===== config.mk =====
export PLATFORM = sky130hd
export DESIGN_NAME = gemm_result_streamer
export DESIGN_NICKNAME = d
export VERILOG_FILES = /design/src/rtl/gemm_result_streamer.sv
export SDC_FILE = /design/constraint.sdc
export NUM_CORES = 2
export LEC_CHECK = 0
export ABC_AREA = 1
export ABC_CLOCK_PERIOD_IN_PS = 50700
export BUFFER_PORTS_ARGS = -buffer_cell sky130_fd_sc_hd__buf_2
export CORE_AREA = 3 3 428 430
export DETAILED_ROUTE_END_ITERATION = 8
export DIE_AREA = 0 0 431 433
export PLACE_DENSITY = 0.53
export SYNTH_ARGS = -nofsm -noshare
export SYNTH_HDL_FRONTEND = slang
export SYNTH_SLANG_ARGS = --single-unit

===== constraint.sdc =====
create_clock -name iclk -period 50.7 [get_ports iclk]
set_clock_uncertainty 0.2 [all_clocks]
set_input_delay 10.14 -clock iclk [delete_from_list [all_inputs] [get_ports iclk]]
set_output_delay 10.14 -clock iclk [all_outputs]
set_load 0.02 [all_outputs]

===== src/rtl/gemm_result_streamer.sv =====
// gemm_result_streamer: snapshots the GEMM result matrix on idone and streams
// it element by element over valid/ready, in row-major or column-major order.
// A result that arrives while a stream is still in progress is dropped and
// recorded in the sticky ooverrun flag.
module gemm_result_streamer #(
  parameter int unsigned DATA_WIDTH    = 64,
  parameter int unsigned MATRIX_WIDTH  = 4,
  parameter int unsigned MATRIX_HEIGHT = 4
) (
  input  logic                                                      iclk,
  input  logic                                                      irst,
  input  logic                                                      idone,
  input  logic [MATRIX_HEIGHT-1:0][MATRIX_WIDTH-1:0][DATA_WIDTH-1:0] iresult_matrix,
  input  logic                                                      itranspose,
  input  logic                                                      iready,
  input  logic                                                      iclr_overrun,
  output logic [DATA_WIDTH-1:0]                                     odata,
  output logic                                                      ovalid,
  output logic                                                      olast,
  output logic [((MATRIX_HEIGHT > 1) ? $clog2(MATRIX_HEIGHT) : 1)-1:0] orow,
  output logic [((MATRIX_WIDTH > 1) ? $clog2(MATRIX_WIDTH) : 1)-1:0]   ocol,
  output logic                                                      obusy,
  output logic                                                      ooverrun
);

  localparam int unsigned RW = (MATRIX_HEIGHT > 1) ? $clog2(MATRIX_HEIGHT) : 1;
  localparam int unsigned CW = (MATRIX_WIDTH > 1) ? $clog2(MATRIX_WIDTH) : 1;

  typedef enum logic {IDLE = 1'b0, STREAM = 1'b1} state_e;

  state_e state_q, state_d;

  logic [MATRIX_HEIGHT-1:0][MATRIX_WIDTH-1:0][DATA_WIDTH-1:0] mat_q, mat_d;
  logic                  tr_q, tr_d;
  logic [RW-1:0]         row_q, row_d;
  logic [CW-1:0]         col_q, col_d;
  logic                  ovr_q, ovr_d;
  logic [DATA_WIDTH-1:0] odata_q, odata_d;
  logic                  ovalid_q, ovalid_d;
  logic                  olast_q, olast_d;
  logic                  obusy_q, obusy_d;

  logic xfer;
  logic at_last;
  logic final_xfer;
  logic capture;

  // Handshake and end-of-matrix decode shared by both comb processes
  always_comb begin
    xfer       = (state_q == STREAM) && iready;
    at_last    = (row_q == RW'(MATRIX_HEIGHT - 1)) && (col_q == CW'(MATRIX_WIDTH - 1));
    final_xfer = xfer && at_last;
    capture    = idone && ((state_q == IDLE) || final_xfer);
  end

  // FSM state register
  always_ff @(posedge iclk or posedge irst) begin
    if (irst) state_q <= IDLE;
    else      state_q <= state_d;
  end

  // FSM next state: a new result on the final transfer keeps us streaming
  always_comb begin
    state_d = state_q;
    case (state_q)
      IDLE:    if (idone) state_d = STREAM;
      STREAM:  if (final_xfer && !idone) state_d = IDLE;
      default: state_d = IDLE;
    endcase
  end

  // Next values for the buffer, index, overrun flag and registered outputs
  always_comb begin
    mat_d = mat_q;
    tr_d  = tr_q;
    row_d = row_q;
    col_d = col_q;
    ovr_d = ovr_q;

    if (capture) begin
      mat_d = iresult_matrix;
      tr_d  = itranspose;
      row_d = '0;
      col_d = '0;
    end else if (xfer) begin
      if (at_last) begin
        row_d = '0;
        col_d = '0;
      end else if (tr_q) begin
        if (row_q == RW'(MATRIX_HEIGHT - 1)) begin
          row_d = '0;
          col_d = col_q + CW'(1);
        end else begin
          row_d = row_q + RW'(1);
        end
      end else begin
        if (col_q == CW'(MATRIX_WIDTH - 1)) begin
          col_d = '0;
          row_d = row_q + RW'(1);
        end else begin
          col_d = col_q + CW'(1);
        end
      end
    end

    // Set has priority over clear
    if (iclr_overrun) ovr_d = 1'b0;
    if (idone && (state_q == STREAM) && !final_xfer) ovr_d = 1'b1;

    odata_d  = mat_d[row_d][col_d];
    ovalid_d = (state_d == STREAM);
    obusy_d  = (state_d == STREAM);
    olast_d  = (state_d == STREAM) &&
               (row_d == RW'(MATRIX_HEIGHT - 1)) && (col_d == CW'(MATRIX_WIDTH - 1));
  end

  // Datapath and output registers, all cleared asynchronously
  always_ff @(posedge iclk or posedge irst) begin
    if (irst) begin
      mat_q    <= '0;
      tr_q     <= 1'b0;
      row_q    <= '0;
      col_q    <= '0;
      ovr_q    <= 1'b0;
      odata_q  <= '0;
      ovalid_q <= 1'b0;
      olast_q  <= 1'b0;
      obusy_q  <= 1'b0;
    end else begin
      mat_q    <= mat_d;
      tr_q     <= tr_d;
      row_q    <= row_d;
      col_q    <= col_d;
      ovr_q    <= ovr_d;
      odata_q  <= odata_d;
      ovalid_q <= ovalid_d;
      olast_q  <= olast_d;
      obusy_q  <= obusy_d;
    end
  end

  assign odata    = odata_q;
  assign ovalid   = ovalid_q;
  assign olast    = olast_q;
  assign orow     = row_q;
  assign ocol     = col_q;
  assign obusy    = obusy_q;
  assign ooverrun = ovr_q;

endmodule


# Yosys cells after proc, flatten, opt, wreduce, memory -nomap -nowiden

Cells that the tools add are included.

Flip-flop bits (word level): 1096
Bits of input ports: 1030
Output and inout port bits: 72

Mux-type cells: 22
Add/sub/neg operators: 2
Reduce and logical (&&, ||, !) cells: 13
Bitwise gates (word level): 1
Eq/ne operators: 4
Magnitude comparators: 2

Operators with widths:

| kind                | count |
|---|---|
| $mux 1024           | 1 |
| $bmux 256 s2        | 1 |
| $mux 256            | 1 |
| $bmux 64 s2         | 1 |
| $mux 64             | 1 |
| $mux 2              | 12 |
| $logic_and 1x1->1   | 9 |
| $eq 2x2->1 const B  | 4 |
| $lt 2x3->1 const B  | 2 |
| $add 2x1->2 const B | 2 |
| $mux 1              | 4 |
| $logic_not 1->1     | 2 |
| $pmux 1 s2          | 1 |
| $reduce_bool 2->1   | 1 |
| $logic_or 1x1->1    | 1 |
| $not 1->1           | 1 |

# Depth between registers and ports, before layout

Word-level depth: 10
Mapped depth: 15
Gate-level depth less buffers: 13

# Worst setup path before layout

OpenSTA, ideal clock, no wires.

Path kind: input to register
From: input port iready
To: register odata_q[61] (netlist: odata[61])
Path slack: 39.010 ns
Stages on the path: 13
Data required time: 50.382 ns
Arrival time: 11.372 ns
Cell sequence: nand3_2 > nand2_2 > nand2_4 > buf_6 > buf_6 > clkbuf_1 > nand2_1 > o21ai_0 > nand2_1 > nand3_1 > nand3_1 > nand3_1 > nand2_1

Word-level cells in the longest chain between the ends: 9
Elaborated cells between the ends (all ways): 13

RTL lines:

| what                                | line | RTL |
|---|---|---|
| from (decl)                         | 15   | `input logic iready,` |
| $logic_and 1x1->1 (*)               | 50   | `xfer = (state_q == STREAM) && iready;` |
| $logic_and 1x1->1                   | 52   | `final_xfer = xfer && at_last;` |
| $logic_or 1x1->1                    | 53   | `capture = idone && ((state_q == IDLE) \|\| final_xfer);` |
| $logic_and 1x1->1                   | 53   |  |
| $mux 1024 or $mux 2 (tied branches) | 80   | `if (capture) begin` |
| $bmux 256 s2                        | 110  | `odata_d = mat_d[row_d][col_d];` |
| $mux 256 (not written as such)      | 110  |  |
| $bmux 64 s2 (*)                     | 110  |  |
| $mux 64 (not written as such) (*)   | 110  |  |
| net odata_d[61]                     | 38   | `logic [DATA_WIDTH-1:0] odata_q, odata_d;` |
| to (signal assigned)                | 135  | `odata_q <= odata_d;` |
| to (decl)                           | 38   |  |

Mark *: on every way through the listed nets, which the timed path passes. The rest lies on a longest branch. The select of a mux whose other input is x is not followed.
A chain may end at the register's enable or synchronous reset.

# Final worst setup path

From: input port iready
To: register odata_q[25] (netlist: odata[25])

Same word-level chain as after synthesis.

==> flow_summary_export.csv <==
group,metric,value,unit
run_status,status,"completed",
layout,fin_area,0.0677,mm²
sta,max_slew_margin,16.1,%
sta,setup_viol,0,
yosys,synth_cells,7815,
clocking,clkTransAtPathRegs,0.06,ns
setup_path,startpoint,"iready",
layout,drive_above_1_share,15.7,%
placement,routabilityCongestion,0.914,
grt,grt_pass1_vias,48400,
route,dr.pass1.iters,6,
power,total_power,0.00517,W
route,final_antenna_net_count,0,
grt,antenna_found_initial,204,
yosys,ys_seq_area_share,49.1,%
die,io_pins,1102,
setup_path,cp_max_fo,88,
die,coreArea,0.180,mm²
die,die_w,431,µm
setup_path,startpoint_type,"primary input",
sta,final-max-slew-violation-count,0,
grt,grt_use_total,27.2,%
die,die_h,433,µm
setup_path,arrival,15.63,ns
flow_run,drv_cap,0,
yosys,synth-seq-cells,1096,
yosys,ys_warn_count,0,
route,vias,52600,
setup_path,cp-end-kind,"flop",
clocking,cts_tree,"built",
clocking,root_buffer,"clkbuf_16",
setup_path,critPathRequiredTime,51.16,ns
route,viasPerCell,4.67,
placement,port_buffers,1101,
yosys,synth_top_family_by_area,"simple AND/OR/NAND/NOR gates",
die,start_util,31.0,%
sta,fin_crit_sh,29.9,%
layout,utilization,37.6,%
yosys,synth_flop_cell,"dfrtp_1",
yosys,synth_area,0.0559,mm²
clocking,cts_made_buffers,137,
grt,grt_overflow,0,
die,rows,156,
sta,final.setup.tns,0,ns
yosys,synthMuxAreaShare,0,%
yosys,yosysUniqueCellTypes,25,
setup_path,r2r_end,"odata[25]$_DFF_PP0_",
yosys,synth_xor_area_share,0,%
yosys,synth_compound_area_share,8.12,%
layout,layout_commonest_cell,"nand2_1",
grt,grt_max_degree,236,
yosys,synthArstFlopShare,100,%
setup_path,path_class,"primary input to flop",
power,irDropWorstVdd,75.2,µV
clocking,cts_setup_buffers,0,
setup_path,rr_startpoint,"orow[0]$_DFF_PP0_",
power,p_per_area,76.4,mW/mm²
layout,final_nets,9699,
clocking,clock_path_buffers,3,
layout,layout_common_cells,"nand2_1, inv_1, buf_2, dfrtp_1, nand3_1",
sta,rsz0062_at_grt,"no",
clocking,clock_sinks,1096,
worst_hold_path,min_path_type,"flop to flop",
yosys,synth_area_per_cell,7.15,µm²
route,drc_errors,0,
clocking,clk_latency,0.80,ns
sta,fmax,65.9,MHz
setup_path,crit_end,"odata[25]$_DFF_PP0_",
yosys,synthAdderAreaFrac,0.0896,%
setup_path,reg2reg_slack,44.16,ns
sta,worst_slew_pin_slew,1.26,ns
placement,postPlaceCellArea,0.0629,mm²
clocking,postCtsHoldBufs,0,
grt,grt_pass1_wl,361,mm
yosys,synth-simple-area-share,25.1,%
sta,final.min_clock_period,15.17,ns
power,power_leakage,38.2,nW
sta,fin_hold_ws,0.336,ns
route,drt_wl_total,261,mm
clocking,htree_levels,4,
die,dieArea,0.187,mm²
setup_path,ff2ff_path_depth,15,
placement,dp_hpwl,196,mm
route,drt_iter0_markers,4890,
sta,hold_viol,0,
route,wl_per_cell,23.2,µm
layout,area_growth,21.1,%
yosys,syn_nets,8849,
yosys,synth_edf_count,0,
clocking,cts.repair.resized,0,
==> sequential cells by signal, indices dropped and copies added (netlist names) <==
name	cells
mat_q	1024
odata	64
ocol	2
orow	2
obusy	1
olast	1
ooverrun	1
tr_q	1
==> logic make-up (layout without fill, tap and decap cells) <==
kind of cell,count (synthesis),after routing
AO/OA/AOI/OAI,905,905
adder cells (fa/ha/maj),4,4
AND/OR/NAND/NOR,3296,3296
other,0,113
flip-flops,1096,1096
buffers and inverters,2514,3468
==> stage by stage <==
stage / instances / setup slack, ns
2_1_floorplan: 7815 / 9.50
6_report: 11300 / 35.53
4_1_cts: 11100 / 35.64
3_3_place_gp: 10900 / 34.81
3_5_place_dp: 10900 / 34.77
5_1_grt: 11200 / 35.24
==> critical path: stages <==
cell,delay [ns]
buf_2,0.12
nand3_2,0.15
nand2_8,0.22
nand2_8,0.54
buf_4,0.64
nand2_1,0.20
nor2_4,0.80
buf_4,0.64
buf_4,0.76
buf_4,0.64
nand2_1,0.11
nand3_1,0.10
nand3_1,0.16
nand3_1,0.15
nand2_1,0.07
==> metal layers <==
layer  part of all wire (%)  global-route usage [%]  vias to the layer above
li1                       -                       -                    25000
met1                     43                    35.9                    24900
met2                     45                    41.8                     2072
met3                    6.7                    5.43                      546
met4                    5.5                    15.1                       36
met5                  0.098                       0                        -
==> power by group <==
group / switching [W] / internal [W]
clock network: 0.000408 / 0.000591
registers: 0.000136 / 0.00127
logic: 0.00204 / 0.000724
==> how the worst min path moves through the flow <==
stage                          from                   end  slack (ns)  cells after the start
2_1_floorplan  mat_q[127]$_DFF_PP0_  mat_q[127]$_DFF_PP0_        0.30                      4
3_3_place_gp   mat_q[213]$_DFF_PP0_  mat_q[213]$_DFF_PP0_        0.32                      4
3_5_place_dp   mat_q[125]$_DFF_PP0_  mat_q[125]$_DFF_PP0_        0.32                      4
4_1_cts        mat_q[125]$_DFF_PP0_  mat_q[125]$_DFF_PP0_        0.34                      4
5_1_grt        mat_q[727]$_DFF_PP0_  mat_q[727]$_DFF_PP0_        0.36                      4
6_report       mat_q[221]$_DFF_PP0_  mat_q[221]$_DFF_PP0_        0.34                      4
==> cells in the mapped netlist (all sizes together), types with 2 or more instances <==
cell	number	area share, %
a21oi	2	0.018
buf	310	2.8
clkbuf	143	0.96
dfrtp	1096	49
ha	4	0.090
inv	2061	14
nand2	2258	15
nand3	902	8.1
nand3b	129	1.7
nor2	5	0.056
o21ai	902	8.1
==> cell type report <==
class	count	area [µm²]
fill	19300	112000
sequential	1096	27400
multi-input combinational	4205	18700
inverter	2061	7750
timing repair buffer	1164	6090
clock buffer	211	4090
tap	2370	2970
clock inverter	32	405
antenna	113	283
(Power assumes the default switching activity.)
